`src/rtl/io_input_reader_pkg.sv`:
```
// io_input_reader_pkg
//   Shared constants and types for the IO input reader block: the rd_addr
//   register map, port widths, the read FSM state type and a helper that
//   zero-extends the button vector onto the read data bus.
package io_input_reader_pkg;

   localparam int BTN_W = 5;
   localparam int DIP_W = 24;

   localparam logic [1:0] ADDR_DIP     = 2'd0;
   localparam logic [1:0] ADDR_BTN     = 2'd1;
   localparam logic [1:0] ADDR_PRESS   = 2'd2;
   localparam logic [1:0] ADDR_RELEASE = 2'd3;

   typedef enum logic {
      RD_IDLE = 1'b0,
      RD_RESP = 1'b1
   } rd_state_t;

   function automatic logic [DIP_W-1:0] zext_btn(input logic [BTN_W-1:0] v);
      return {{(DIP_W-BTN_W){1'b0}}, v};
   endfunction

endpackage

```
`src/rtl/io_debounce.sv`:
```
// io_debounce
//   Two-flop synchronizer followed by a debouncer sharing one counter across
//   the whole WIDTH-bit vector. The debounced vector takes a new value only
//   after the synchronized vector has held that same value, different from
//   the current debounced value, for DEBOUNCE_CYCLES consecutive cycles.
//   Raw-to-debounced latency is 2+DEBOUNCE_CYCLES cycles.
//
//   Ports
//     clk  : clock, rising edge
//     rst  : asynchronous active-high reset
//     raw  : raw asynchronous input levels
//     deb  : debounced levels
module io_debounce #(
   parameter int WIDTH           = 1,
   parameter int DEBOUNCE_CYCLES = 50000
) (
   input  logic             clk,
   input  logic             rst,
   input  logic [WIDTH-1:0] raw,
   output logic [WIDTH-1:0] deb
);

   localparam int              CNT_W    = 16;
   localparam logic [CNT_W-1:0] CNT_LAST = CNT_W'(DEBOUNCE_CYCLES - 1);

   logic [WIDTH-1:0] sync_p0;
   logic [WIDTH-1:0] sync_p1;
   logic [WIDTH-1:0] sync_p2;
   logic [CNT_W-1:0] cnt;

   always_ff @(posedge clk or posedge rst) begin
      if (rst) begin
         sync_p0 <= '0;
         sync_p1 <= '0;
         sync_p2 <= '0;
         cnt     <= '0;
         deb     <= '0;
      end else begin
         // synchronizer stages; sync_p2 remembers the previous synced value
         sync_p0 <= raw;
         sync_p1 <= sync_p0;
         sync_p2 <= sync_p1;
         // debounce stage
         if (sync_p1 == deb) begin
            cnt <= '0;
         end else if (sync_p1 != sync_p2) begin
            // a fresh change counts as the first cycle of its run, which
            // keeps the latency identical for single- and multi-bit use
            cnt <= CNT_W'(1);
         end else if (cnt == CNT_LAST) begin
            deb <= sync_p1;
            cnt <= '0;
         end else begin
            cnt <= cnt + CNT_W'(1);
         end
      end
   end

endmodule

```
`src/rtl/io_input_reader.sv`:
```
// io_input_reader
//   Debounces five push buttons and a 24-bit DIP switch bank, produces
//   one-cycle press pulses, keeps sticky press/release flags (cleared on
//   read) and serves a small register read port through an IDLE/RESP FSM.
//
//   Ports
//     clk       : clock, rising edge
//     rst       : asynchronous active-high reset
//     io_btn    : raw button levels, 1 = pressed
//     io_dip    : raw DIP-switch levels
//     rd_req    : read request, sampled in IDLE only
//     rd_addr   : register select (DIP, buttons, sticky press, sticky release)
//     rd_valid  : one-cycle strobe qualifying rd_data
//     rd_data   : registered, zero-extended read data
//     btn_state : debounced button levels
//     btn_press : one-cycle pulse on each debounced 0->1 transition
//     irq       : OR of the sticky press flags
module io_input_reader
   import io_input_reader_pkg::*;
#(
   parameter int DEBOUNCE_CYCLES = 50000
) (
   input  logic             clk,
   input  logic             rst,
   input  logic [BTN_W-1:0] io_btn,
   input  logic [DIP_W-1:0] io_dip,
   input  logic             rd_req,
   input  logic [1:0]       rd_addr,
   output logic             rd_valid,
   output logic [DIP_W-1:0] rd_data,
   output logic [BTN_W-1:0] btn_state,
   output logic [BTN_W-1:0] btn_press,
   output logic             irq
);

   logic [BTN_W-1:0] btn_deb;
   logic [BTN_W-1:0] btn_deb_p1;
   logic [BTN_W-1:0] btn_release;
   logic [DIP_W-1:0] dip_deb;
   logic [BTN_W-1:0] sticky_press;
   logic [BTN_W-1:0] sticky_release;
   logic [BTN_W-1:0] clr_press;
   logic [BTN_W-1:0] clr_release;
   logic [DIP_W-1:0] rd_mux;
   logic             capture;
   rd_state_t        state;
   rd_state_t        state_nxt;

   for (genvar i = 0; i < BTN_W; i++) begin : g_btn
      io_debounce #(
         .WIDTH           (1),
         .DEBOUNCE_CYCLES (DEBOUNCE_CYCLES)
      ) u_btn_deb (
         .clk (clk),
         .rst (rst),
         .raw (io_btn[i]),
         .deb (btn_deb[i])
      );
   end

   io_debounce #(
      .WIDTH           (DIP_W),
      .DEBOUNCE_CYCLES (DEBOUNCE_CYCLES)
   ) u_dip_deb (
      .clk (clk),
      .rst (rst),
      .raw (io_dip),
      .deb (dip_deb)
   );

   // Edge detection against the previous debounced value: the press pulse
   // coincides with the first cycle btn_state reads 1.
   assign btn_state   = btn_deb;
   assign btn_press   = btn_deb & ~btn_deb_p1;
   assign btn_release = ~btn_deb & btn_deb_p1;
   assign irq         = |sticky_press;

   always_comb begin
      state_nxt = state;
      capture   = 1'b0;
      rd_valid  = 1'b0;
      case (state)
         RD_IDLE: begin
            if (rd_req) begin
               capture   = 1'b1;
               state_nxt = RD_RESP;
            end
         end
         RD_RESP: begin
            rd_valid  = 1'b1;
            state_nxt = RD_IDLE;
         end
         default: state_nxt = RD_IDLE;
      endcase
   end

   always_comb begin
      rd_mux      = '0;
      clr_press   = '0;
      clr_release = '0;
      case (rd_addr)
         ADDR_DIP:     rd_mux = dip_deb;
         ADDR_BTN:     rd_mux = zext_btn(btn_deb);
         ADDR_PRESS:   rd_mux = zext_btn(sticky_press);
         ADDR_RELEASE: rd_mux = zext_btn(sticky_release);
         default:      rd_mux = '0;
      endcase
      // only the bits actually returned are cleared; an event landing on the
      // capture edge is ORed in afterwards and survives to the next read
      if (capture && rd_addr == ADDR_PRESS)   clr_press   = sticky_press;
      if (capture && rd_addr == ADDR_RELEASE) clr_release = sticky_release;
   end

   always_ff @(posedge clk or posedge rst) begin
      if (rst) begin
         state          <= RD_IDLE;
         btn_deb_p1     <= '0;
         sticky_press   <= '0;
         sticky_release <= '0;
         rd_data        <= '0;
      end else begin
         state          <= state_nxt;
         btn_deb_p1     <= btn_deb;
         sticky_press   <= (sticky_press & ~clr_press) | btn_press;
         sticky_release <= (sticky_release & ~clr_release) | btn_release;
         if (capture) rd_data <= rd_mux;
      end
   end

endmodule

```
`config.mk`:
```
export PLATFORM = sky130hd
export DESIGN_NAME = io_input_reader
export DESIGN_NICKNAME = d
export VERILOG_FILES = /design/src/rtl/io_input_reader_pkg.sv /design/src/rtl/io_debounce.sv /design/src/rtl/io_input_reader.sv
export SDC_FILE = /design/constraint.sdc
export NUM_CORES = 1
export LEC_CHECK = 0
export BUFFER_PORTS_ARGS = -buffer_cell sky130_fd_sc_hd__buf_4
export CAP_MARGIN = 5
export CELL_PAD_IN_SITES_DETAIL_PLACEMENT = 1
export CELL_PAD_IN_SITES_GLOBAL_PLACEMENT = 2
export CORE_MARGIN = 4
export CORE_UTILIZATION = 38
export DETAILED_ROUTE_END_ITERATION = 8
export GPL_TIMING_DRIVEN = 0
export PLACE_DENSITY_LB_ADDON = 0.3
export SETUP_SLACK_MARGIN = 0.3
export SLEW_MARGIN = 10
export SYNTH_ARGS = -nofsm -noshare
export SYNTH_HDL_FRONTEND = slang
export SYNTH_HIERARCHICAL = 1
export SYNTH_SLANG_ARGS = --single-unit
```
`constraint.sdc`:
```
create_clock -name clk -period 2.7 [get_ports clk]
set_input_delay 0 -clock clk [delete_from_list [all_inputs] [get_ports clk]]
set_output_delay 0 -clock clk [all_outputs]
set_load 0.03 [all_outputs]
```
==> impl_metrics.tcl <==
set metrics [dict create \
    ios 70 \
    layout.nets 1025 \
    r2r_end "u_dip_deb/deb[21]" \
    clockBufferDepth 3 \
    ys_async_sr_fraction_pct 100 \
    ir_worst_vdd_v 0.000496 \
    die_area_um2 30500 \
    placed_cells 1288 \
    slew_viol_final 0 \
    worst_pin_slew_ns 0.833 \
    arrival_ns 2.82 \
    finalWeightedCongestion 0.766 \
    routed_via_density 4.95 \
    ys_types 45 \
    via_count 6823 \
    slowest_delay_ns 0.45 \
    dr_wl_met3_um 717 \
    antenna_found_initial 0 \
    synth.avg_cell_area_um2 12.5 \
    synth_edf_count 0 \
    fp.dieW_um 175 \
    cp_max_fo 4 \
    min_path_type "in -> async" \
    p_per_area_nw_per_um2 623 \
    drt_iter0_drc 249 \
    cp-end-kind "flop" \
    synth_cells 845 \
    fin_crit_sh_pct 88.5 \
    numCtsBuffers 29 \
    gr-total-overflow 0 \
    setup_ws_ns 0.311 \
    fin_skew_ns 0.0133 \
    drt_first_pass_iters 4 \
    finalHoldViolCount 0 \
    min_period_ns 2.39 \
    ant_nets 0 \
    synth_nets 885 \
    r2r_setup_slack_ns 0.31 \
    wirelength_um 23300 \
    p_leak_nw 5.79 \
    timing.slew.headroom_pct 44.4 \
    cp-start-kind "flop" \
    setup-violations-final 0 \
    crit_required_ns 3.13 \
    grt_pass1_wl_um 39100 \
    port_buffers 67 \
    fp.dieH_um 175 \
    wl_met1_um 11400 \
    netlist_area_um2 10600 \
    path_clk_slew_ns 0.06 \
    rows 60 \
    maxCapViolations 0 \
    cts_tree "done" \
    cts_root_buffer "clkbuf_16" \
    worstReg2RegStart "u_dip_deb/sync_p1[13]" \
    synth-main-ff-cell "dfrtp_1" \
    htree_levels 1 \
    fin_cells 1377 \
    met2_length_um 10700 \
    status "finished clean" \
    diodes 0 \
    coreArea_um2 27200 \
    synth_warnings 6 \
    synth_common_cells "252 x dfrtp_1, 86 x nor2_1, 74 x xnor2_1" \
    r2r_cells 6 \
    critPathKind "reg -> reg" \
    start_util_pct 38.9 \
    tns_ns 0 \
    top_layer "met4" \
    synth_top_area_share_pct 59.7 \
    dpl_worst_slack_ns 0.0816 \
    grt_max_degree 40 \
    grt_pass1_vias 7352 \
    fmax_ghz 0.419 \
    drive_above_1_share_pct 20.3 \
    yosys.cell_count.top_type "dfrtp_1" \
    area_growth_pct 22.6 \
    place_hpwl_um 15800 \
    drc 0 \
    clock-sinks 252 \
    routedWlPerCell_um 16.9 \
    ys_seq_area_share_pct 59.7 \
    crit_chain "xor2_1 -> nor4_2 -> nand4_1 -> o2111ai_4 -> buf_4 -> mux2_2" \
    rsz0062_at_grt "yes" \
    synth_top_area_cell "dfrtp_1" \
    worst_path_max_delay_cell "nor4_2" \
    track_usage_pct 15.5 \
    clkLatencyLatePin_ns 0.55 \
    synth-seq-cells 252 \
    synthTopCellsByArea "dfrtp_1 60%, xnor2_1 6.1%, xor2_1 4.4%" \
]
routing by layer:
metal  vias to the layer above  GRT usage, %
li1                       3242             -
met1                      3475          22.2
met2                        70          24.7
met3                        36          2.66
met4                         0          3.93
met5                         -             0
layout make-up:
| class | instances | area [um^2] |
|---|---|---|
| sequential | 252 | 6310 |
| multi-input combinational | 534 | 3970 |
| timing repair buffer | 109 | 953 |
| inverter | 38 | 146 |
| fill | 2867 | 14200 |
| clock inverter | 12 | 96.3 |
| clock buffer | 39 | 843 |
| buffer | 21 | 164 |
| tap | 372 | 465 |
critical path, delay by kind of cell, from the launching register on:
kind | cells | cell delay, ns
simple gates | 2 | 0.76
buf+inv | 1 | 0.20
compound gates | 1 | 0.38
flops | 1 | 0.42
xor+xnor | 1 | 0.19
mux | 1 | 0.32
power by group:
part	internal (W)	total (W)	switching (W)
Clock	0.00227	0.00380	0.00153
Combinational	0.000149	0.000338	0.000189
Sequential	0.00386	0.00393	0.0000702
Total	0.00627	0.00807	0.00179
worst max-delay path by stage:
stage | startpoint | endpoint | slack [ns] | depth (start not counted)
detailed placement | u_dip_deb/sync_p1[20] | u_dip_deb/deb[10] | 0.08 | 6
finish | u_dip_deb/sync_p1[13] | u_dip_deb/deb[21] | 0.31 | 6
global route | u_dip_deb/sync_p1[13] | u_dip_deb/deb[21] | 0.25 | 6
global placement | u_dip_deb/sync_p1[20] | u_dip_deb/cnt[13] | 0.1 | 6
floorplan | u_dip_deb/sync_p1[20] | u_dip_deb/deb[0] | 0.74 | 6
CTS | u_dip_deb/sync_p1[20] | u_dip_deb/deb[3] | 0.37 | 6
cell families (layout without fill, tap and decap cells):
| family | Yosys count | count (layout) | synth area share [%] |
|---|---|---|---|
| compound gates | 67 | 67 | 5.06 |
| xor+xnor | 127 | 127 | 10.5 |
| fa+ha+maj | 6 | 6 | 0.711 |
| buf+inv | 59 | 219 | 2.74 |
| flops | 252 | 252 | 59.7 |
| mux | 39 | 39 | 5.52 |
| simple gates | 295 | 295 | 15.7 |
stage by stage:
stage / hold slack, ns / utilization [%] / instance area [um^2] / power (W)
finish: 0.0361 / 47.6 / 12900 / 0.00807
global route: 0.0552 / 47.6 / 12900 / 0.00843
CTS: 0.0222 / 47.6 / 12900 / 0.00820
detailed placement: 0.0506 / 42.7 / 11600 / 0.00430
global placement: 0.109 / 42.4 / 11500 / 0.00429
floorplan: -0.0362 / - / 10600 / 0.00416
flip-flops by register name, indices dropped and copies added, names as in the netlist, 16 cells and up:
| signal | cells |
|---|---|
| u_dip_deb/cnt | 16 |
| u_dip_deb/sync_p1 | 24 |
| u_dip_deb/sync_p2 | 24 |
| g_btn.u_btn_deb/cnt | 80 |
| u_dip_deb/deb | 24 |
| rd_data | 24 |
| u_dip_deb/sync_p0 | 24 |
layout by cell type, fill, tap and decap left out, drive strengths merged, types with 10 or more instances in the layout:
cell,instances
xor2,53
buf,94
o22ai,10
nor2,86
nand2b,11
dfrtp,252
a21oi,10
nor4,23
and3,11
nand4,29
mux2,29
nor3,32
nand2,28
nand3,38
xnor2,74
dlygate4sd3,34
clkbuf,41
a22o,24
inv,38
timing repair:
| item | CTS | global route |
|---|---|---|
| hold endpoints to repair | 256 | 0 |
| resized for setup | 1 | 4 |
| pin swaps | 2 | 3 |
| hold buffers | 34 | 0 |
| setup endpoints to repair | 34 | 22 |
| buffers inserted | 3 | 1 |
No activity file was read; power rests on OpenSTA's default activity.
